## src/rtl/sqrt_lut_ctrl.sv

```systemverilog
// LUT-based integer square root: normalises the input into ROM range by even shifts,
// rescales the ROM output by the matching half-shift, and buffers results in a credit-guarded FIFO.
module sqrt_lut_ctrl #(
    parameter int IN_WIDTH   = 20,
    parameter int ADDR_WIDTH = 10,
    parameter int DATA_WIDTH = 10,
    parameter int FRAC_BITS  = 4,
    parameter int ROM_LAT    = 1,
    parameter int FIFO_DEPTH = 4
) (
    input  logic                  clk,
    input  logic                  rst_n,
    input  logic                  in_valid,
    output logic                  in_ready,
    input  logic [IN_WIDTH-1:0]   in_data,
    output logic [ADDR_WIDTH-1:0] rom_addr,
    input  logic [DATA_WIDTH-1:0] rom_rd_data,
    output logic                  out_valid,
    input  logic                  out_ready,
    output logic [DATA_WIDTH-1:0] out_data
);
    localparam int SHIFT_MAX = IN_WIDTH - ADDR_WIDTH;
    localparam int K_MAX     = SHIFT_MAX / 2;
    localparam int K_W       = $clog2(K_MAX + 2);
    localparam int RW        = DATA_WIDTH + K_MAX + 2;
    localparam int PTR_W     = $clog2(FIFO_DEPTH);
    localparam int SUM_W     = $clog2(2 * FIFO_DEPTH + 1);

    logic                  w_accept;
    logic                  w_pop;
    logic                  w_wr;
    logic                  w_found;
    logic [K_W-1:0]        w_k;
    logic [RW-1:0]         w_sum;
    logic [DATA_WIDTH-1:0] w_res;
    logic [SUM_W-1:0]      w_inflight;

    logic [ADDR_WIDTH-1:0] r_rom_addr;
    logic [ROM_LAT:0]      r_pv;
    logic [K_W-1:0]        r_pk [ROM_LAT+1];
    logic [DATA_WIDTH-1:0] r_mem [FIFO_DEPTH];
    logic [PTR_W-1:0]      r_wptr;
    logic [PTR_W-1:0]      r_rptr;
    logic [SUM_W-1:0]      r_cnt;

    assign w_accept  = in_valid & in_ready;
    assign w_wr      = r_pv[ROM_LAT];
    assign out_valid = (r_cnt != '0);
    assign w_pop     = out_valid & out_ready;
    assign rom_addr  = r_rom_addr;
    assign out_data  = out_valid ? r_mem[r_rptr] : '0;

    // Smallest even shift that brings the sample into ROM range; k is half of it.
    always_comb begin
        w_k     = K_W'(K_MAX);
        w_found = 1'b0;
        for (int unsigned i = 0; i <= unsigned'(K_MAX); i++) begin
            if (!w_found && ((in_data >> (2 * i + ADDR_WIDTH)) == '0)) begin
                w_k     = K_W'(i);
                w_found = 1'b1;
            end
        end
    end

    always_ff @(posedge clk) begin
        if (!rst_n) begin
            r_pv       <= '0;
            r_rom_addr <= '0;
        end else begin
            r_pv <= {r_pv[ROM_LAT-1:0], w_accept};
            if (w_accept)
                r_rom_addr <= ADDR_WIDTH'(in_data >> {w_k, 1'b0});
        end
    end

    always_ff @(posedge clk) begin
        r_pk[0] <= w_k;
        for (int unsigned i = 1; i <= unsigned'(ROM_LAT); i++)
            r_pk[i] <= r_pk[i-1];
    end

    // sqrt(a*4^k) = sqrt(a)*2^k: scale the fixed-point ROM value back, then round off the fraction.
    always_comb begin
        w_sum = ((RW'(rom_rd_data) << r_pk[ROM_LAT]) + ((RW'(1) << FRAC_BITS) >> 1)) >> FRAC_BITS;
        w_res = (|w_sum[RW-1:DATA_WIDTH]) ? '1 : w_sum[DATA_WIDTH-1:0];
    end

    always_comb begin
        w_inflight = '0;
        for (int unsigned i = 0; i <= unsigned'(ROM_LAT); i++)
            if (r_pv[i])
                w_inflight = w_inflight + SUM_W'(1);
    end

    // Credit counts every sample already committed to reach the FIFO, so it can never overflow.
    assign in_ready = rst_n && ((r_cnt + w_inflight) < SUM_W'(FIFO_DEPTH));

    always_ff @(posedge clk) begin
        if (w_wr)
            r_mem[r_wptr] <= w_res;
    end

    always_ff @(posedge clk) begin
        if (!rst_n) begin
            r_wptr <= '0;
            r_rptr <= '0;
            r_cnt  <= '0;
        end else begin
            if (w_wr)
                r_wptr <= r_wptr + PTR_W'(1);
            if (w_pop)
                r_rptr <= r_rptr + PTR_W'(1);
            case ({w_wr, w_pop})
                2'b10:   r_cnt <= r_cnt + SUM_W'(1);
                2'b01:   r_cnt <= r_cnt - SUM_W'(1);
                default: r_cnt <= r_cnt;
            endcase
        end
    end
endmodule

```

## config.mk

```make
export PLATFORM = sky130hd
export DESIGN_NAME = sqrt_lut_ctrl
export DESIGN_NICKNAME = d
export VERILOG_FILES = /design/src/rtl/sqrt_lut_ctrl.sv
export SDC_FILE = /design/constraint.sdc
export NUM_CORES = 1
export LEC_CHECK = 0
export ABC_CLOCK_PERIOD_IN_PS = 3300
export BUFFER_PORTS_ARGS = -buffer_cell sky130_fd_sc_hd__buf_2
export CAP_MARGIN = 10
export CORE_UTILIZATION = 56
export DETAILED_ROUTE_END_ITERATION = 7
export PLACE_DENSITY = 0.78
export SLEW_MARGIN = 15
export SYNTH_ARGS = -nofsm -noshare
export SYNTH_HDL_FRONTEND = slang
export SYNTH_SLANG_ARGS = --single-unit
```

## constraint.sdc

```tcl
create_clock -name clk -period 3.3 [get_ports clk]
set_clock_uncertainty 0.1 [all_clocks]
set_input_delay 0.66 -clock clk [delete_from_list [all_inputs] [get_ports clk]]
set_output_delay 0.66 -clock clk [all_outputs]
set_load 0.03 [all_outputs]
```

==> impl_metrics.yaml, run 1 <==
placement:
  detailed_place_hpwl_mm: 5.14
  gp_congestion: 0.886
  port_buffers: 55
clock_network:
  cts_resized: 0
  clk_pin_slew_ns: 0.07
  cts_inserted_buffers: 9
  cts_hold_buf: 0
  cts_setup_buffers: 0
  clk_latency_ns: 0.32
  cts.sinks: 68
  cts_max_level: 3
  ctsLongestPathBuffers: 2
  cts-root-buf: "clkbuf_8"
  cts_tree: "done"
worst_setup_path:
  slowest_stage: "dfxtp_1"
  crit_arrival_ns: 2.00
  r2r_cells: 9
  endpoint_kind: "primary output"
  worst_ep_required_time_ns: 2.54
  path_cells: "mux4_2, and2_1, buf_2"
  path_class: "register to primary output"
  crit_path_start_kind: "register"
  max_stage_delay_ns: 0.75
  critPathMaxFanout: 10
route:
  dr.pass1.iters: 7
  drc: 6
  drt_iter0_drc: 139
  ant_nets: 0
  vias_per_cell: 5.75
  routedWlPerCell_um: 14.7
  route.vias.total: 2715
  drt_wl_total_mm: 6.94
timing:
  fin_crit_sh_pct: 83.6
  finalHoldViolCount: 0
  maxSlewViolCount: 0
  finalSetupViolCount: 0
  tightest_slew_ns: 0.678
  max_clock_freq_mhz: 362
  max-slew-margin-rel_pct: 54.7
  period_minus_slack_ns: 2.76
  rsz0062_at_grt: "no"
  tns_ns: 0
power_and_ir_drop:
  power_density_mw_per_mm2: 562
  leakage_uw: 0.00171
  ir_worst_vdd_v: 0.000224
hold_path:
  min_path_cells: 0
  hold_class: "register to register"
logic_synthesis:
  ys_seq_area_share_pct: 46.4
  synth_ff_type: "edfxtp_1"
  async_flop_share_pct: 0
  synth_cell_type_count: 54
  ys_ff_latch: 68
  ys_warn_count: 0
  avgSynthCellArea_um2: 11.3
  synth_edf_count: 40
  syn_area_mm2: 0.00380
  syn_nets: 381
  syn-instance-count: 336
floorplan:
  num_rows: 29
  die_y_um: 84.4
  core_area_mm2: 0.00646
  die_w_um: 84.4
  dieArea_mm2: 0.00712
  num_io_pins: 56
  floorplan.initialDensity_pct: 58.8
cells_and_area:
  fin_nets: 435
  post-route-util_pct: 66.0
  diodes: 0
  syn_to_final_growth_pct: 12.3
  drive_gt1_share_pct: 27.3
outcome:
  status: "finished, violations left"
  violations: "DRC"
global_routing:
  grt_antenna_before_repair: 0
  grt_pass1_wl_mm: 11.6
  grt_max_degree: 23
  grt_pass1_vias: 2542
  grt.total_usage_pct: 20.7
  grt_overflow: 0
job:
  maxCapViolCount: 0
-- registers in the layout, summed over array words and instances (netlist names), named ones only --
| name | cells |
|---|---|
| r_cnt | 4 |
| r_mem | 40 |
| r_pk | 6 |
| r_pv | 2 |
| r_rptr | 2 |
| r_wptr | 2 |
| rom_addr | 10 |
-- worst max-delay path, delay by kind of cell, from the launching register on --
| kind | cells | cell delay [ns] |
|---|---|---|
| and+or+nand+nor | 1 | 0.17 |
| DFF | 1 | 0.75 |
| buffers and inverters | 1 | 0.17 |
| muxes | 1 | 0.59 |
-- per-stage QoR --
stage               setup slack [ns]  power, µW  cells  instance area (µm²)  hold slack (ns)
floorplan                      0.941       1670    336                 3800            0.210
global placement               0.614       1860    456                 4110            0.211
global route                   0.265       2540    472                 4260            0.230
detailed placement             0.583       1870    456                 4110            0.213
CTS                            0.486       2420    472                 4260            0.226
finish                         0.540       2400    472                 4260            0.223
-- layer usage --
metal,track usage (%),routed length [µm],vias up,part of all wire [%]
met5,0,0,-,0
met4,7.55,75,0,1.1
met3,4.62,286,10,4.1
met2,34.1,3380,71,49
met1,27.2,3200,1275,46
li1,-,-,1359,-
-- cells in the final DEF (no fill, tap or decap), types with 7 or more instances in the layout --
master	n
nand2_1	28
dfxtp_1	28
and2_1	23
clkbuf_8	9
a21oi_1	21
inv_1	15
mux2i_1	20
mux4_2	11
mux2_2	11
edfxtp_1	40
xnor2_1	7
o22ai_1	7
nor2_1	12
buf_2	55
ha_1	10
nor2b_1	9
o21ai_0	17
-- final timing paths --
kind | startpoint | to | slack [ns]
max | register | out_data[3] | 0.54
min | r_pk[0][1]$_DFF_P_ | r_pk[0][4]$_DFF_P_ | 0.22
max reg2reg | r_pk[0][3]$_DFF_P_ | r_mem[2][7]$_DFFE_PP_ | 0.58
min reg2reg | r_pk[0][1]$_DFF_P_ | r_pk[0][4]$_DFF_P_ | 0.22
-- synthesized netlist by cell type, types with 2 or more instances --
cell type,number,share of area [%]
nand2_1,28,2.8
nor3_2,2,0.53
nor2_2,2,0.33
edfxtp_1,40,32
nor2_1,12,1.2
dfxtp_1,28,15
clkbuf_1,8,0.79
o211ai_1,4,0.79
a311oi_1,2,0.46
mux2_2,11,3.3
inv_1,15,1.5
o21ai_1,3,0.40
a21o_1,3,0.59
nand2b_1,3,0.49
a21oi_1,21,2.8
a31oi_1,3,0.49
a31o_2,2,0.46
buf_6,2,0.59
xnor2_1,7,1.6
o221ai_1,2,0.46
ha_1,10,3.3
xor2_1,2,0.46
mux2i_1,20,5.3
buf_1,2,0.20
and2_1,23,3.8
nor2b_1,9,1.5
o32ai_1,2,0.46
o21a_1,4,0.79
and3_1,3,0.49
mux4_2,11,6.5
buf_2,3,0.40
nand3_1,4,0.53
o21ai_0,17,2.2
o22ai_1,7,1.2
or3_1,2,0.33
-- layout make-up --
type / count / area (µm²)
well taps: 77 / 96.3
inverters: 15 / 56.3
flip-flops and latches: 68 / 1760
multi-input cells: 237 / 1890
repair buffers: 59 / 305
clock buffers: 10 / 128
clock inverters: 6 / 31.3
fillers: 507 / 2190
-- report_power, final --
part	switching, µW	total, µW	internal (µW)
Sequential	75.8	1050	970
Clock	287	550	263
Combinational	477	802	325
Total	840	2400	1560
-- cell families (layout without fill, tap and decap cells) --
group / count (synthesis) / after routing / synth area share [%]
adder cells (fa/ha/maj): 11 / 11 / 3.82
AND/OR/NAND/NOR: 91 / 91 / 12.5
AO/OA/AOI/OAI: 82 / 82 / 15.1
flip-flops: 68 / 68 / 46.4
multiplexers: 44 / 44 / 16.1
buffers and inverters: 31 / 90 / 3.99
XOR/XNOR: 9 / 9 / 2.08
Power figures use the tool's default switching activity.
==> run 2: changes to the inputs <==
--- a/config.mk
+++ b/config.mk
@@ -5,7 +5,7 @@
 export SDC_FILE = /design/constraint.sdc
 export NUM_CORES = 1
 export LEC_CHECK = 0
-export ABC_CLOCK_PERIOD_IN_PS = 3300
+export ABC_CLOCK_PERIOD_IN_PS = 2700
 export BUFFER_PORTS_ARGS = -buffer_cell sky130_fd_sc_hd__buf_2
 export CAP_MARGIN = 10
 export CORE_UTILIZATION = 56
==> constraint.sdc (replaced) <==
create_clock -name clk -period 2.7 [get_ports clk]
set_clock_uncertainty 0.1 [all_clocks]
set_input_delay 0.54 -clock clk [delete_from_list [all_inputs] [get_ports clk]]
set_output_delay 0.54 -clock clk [all_outputs]
set_load 0.03 [all_outputs]
==> impl_metrics.yaml, run 2 (same netlist as run 1, synthesis figures left out) <==
worst_setup_path:
  worst_ep_required_time_ns: 2.06
  slowest_stage: "dfxtp_2"
  cpMostUsedCell: "ha_1"
  endpoint_kind: "primary output"
  crit_path_start_kind: "register"
  max_stage_delay_ns: 0.37
  crit_arrival_ns: 1.90
  path_cells: "ha_1, ha_1, a31oi_2, nand2_1, o21ai_0, and2_1, buf_2"
  critPathBufInv: 1
  critPathMaxFanout: 8
  path_class: "register to primary output"
  cp_top_family: "adder cells"
route:
  vias_per_cell: 5.77
  drt_iter0_drc: 157
  routedWlPerCell_um: 15.9
  drc: 4
  route.vias.total: 2753
  drt_wl_total_mm: 7.58
  ant_nets: 0
  dr.pass1.iters: 8
power_and_ir_drop:
  leakage_uw: 0.00178
  ir_worst_vdd_v: 0.000303
  power_density_mw_per_mm2: 736
global_routing:
  grt_pass1_vias: 2687
  grt_overflow: 0
  grt.total_usage_pct: 23.1
  grt_pass1_wl_mm: 12.9
  grt_max_degree: 23
  grt_antenna_before_repair: 0
clock_network:
  clk_latency_ns: 0.33
  cts_setup_buffers: 0
  cts.sinks: 68
  cts_resized: 0
  cts-root-buf: "clkbuf_8"
  cts_hold_buf: 0
  ctsLongestPathBuffers: 2
  cts_inserted_buffers: 9
  cts_tree: "done"
  cts_max_level: 3
  clk_pin_slew_ns: 0.08
floorplan:
  floorplan.initialDensity_pct: 58.8
  num_rows: 29
  die_y_um: 84.4
  dieArea_mm2: 0.00712
  die_w_um: 84.4
  core_area_mm2: 0.00646
  num_io_pins: 56
outcome:
  status: "finished, violations left"
  violations: "DRC"
job:
  maxCapViolCount: 0
cells_and_area:
  fin_area_mm2: 0.00439
  fillCellCount: 498
  syn_to_final_growth_pct: 15.4
  largest_reg_flops: 40
  drive_gt1_share_pct: 29.8
  fin_nets: 440
  largest-register: "r_mem"
  diodes: 0
  final_cell_mix: "buf_2, edfxtp_1, nand2_1"
  final_common_cell: "buf_2"
  stdcell_count: 477
timing:
  whs_ns: 0.231
  setup_ws_ns: 0.159
  maxSlewViolCount: 0
  finalSetupViolCount: 0
  finalHoldViolCount: 0
  tightest_slew_ns: 0.569
  max_clock_freq_mhz: 394
  period_minus_slack_ns: 2.54
  max-slew-margin-rel_pct: 61.9
  fin_crit_sh_pct: 94.1
placement:
  dpl_cell_area_mm2: 0.00416
  gp_congestion: 0.889
  dp_slack_ns: 0.145
  detailed_place_hpwl_mm: 5.44
  dp_cells: 461
  port_buffers: 55
hold_path:
  hold_class: "register to register"
==> run 2: changes by cell type in the layout (fill, tap and decap cells not counted), moves of 2 or more <==
| cell | change |
|---|---|
| clkinv_1 | -2 |
| clkinv_4 | +2 |
| bufinv_16 | +2 |
| buf_4 | +4 |
| clkinvlp_4 | -2 |
==> run 2: area by class of cell <==
type / count / area [µm²] / share of cell area (%)
clock buffer: 9 / 124 / 2.82
multi-input combinational: 237 / 1900 / 43.3
timing repair buffer: 64 / 355 / 8.10
inverter: 15 / 56.3 / 1.28
sequential: 68 / 1760 / 40.2
tap: 77 / 96.3 / 2.20
clock inverter: 7 / 91.3 / 2.08
==> run 2: per-layer routing <==
| layer | GRT usage [%] | share of wire [%] | vias to the layer above |
|---|---|---|---|
| met4 | 6.32 | 0.91 | 0 |
| li1 | - | - | 1364 |
| met2 | 37.0 | 47 | 69 |
| met3 | 6.19 | 4.0 | 6 |
| met5 | 0 | 0 | - |
| met1 | 31.3 | 48 | 1314 |
==> run 2: report_power, final <==
part / switching, µW / internal (µW)
Combinational: 652 / 433
Clock: 386 / 517
Sequential: 54.7 / 1180
==> run 2: worst paths after layout <==
kind	slack, ns	endpoint	cells past startpoint	startpoint
max	0.16	in_ready	7	r_pv[1]$_SDFF_PN0_
min	0.23	r_pk[0][4]$_DFF_P_	0	r_pk[0][1]$_DFF_P_
max reg2reg	0.19	r_mem[3][9]$_DFFE_PP_	7	r_pk[0][3]$_DFF_P_
min reg2reg	0.23	r_pk[0][4]$_DFF_P_	0	r_pk[0][1]$_DFF_P_
==> run 2: per-stage QoR <==
step	power, µW	util (%)	setup TNS [ns]
global route	3400	67.9	-0.00558
floorplan	2050	-	0
CTS	3250	67.7	0
finish	3230	67.9	0
global placement	2310	64.3	0
detailed placement	2340	64.3	0
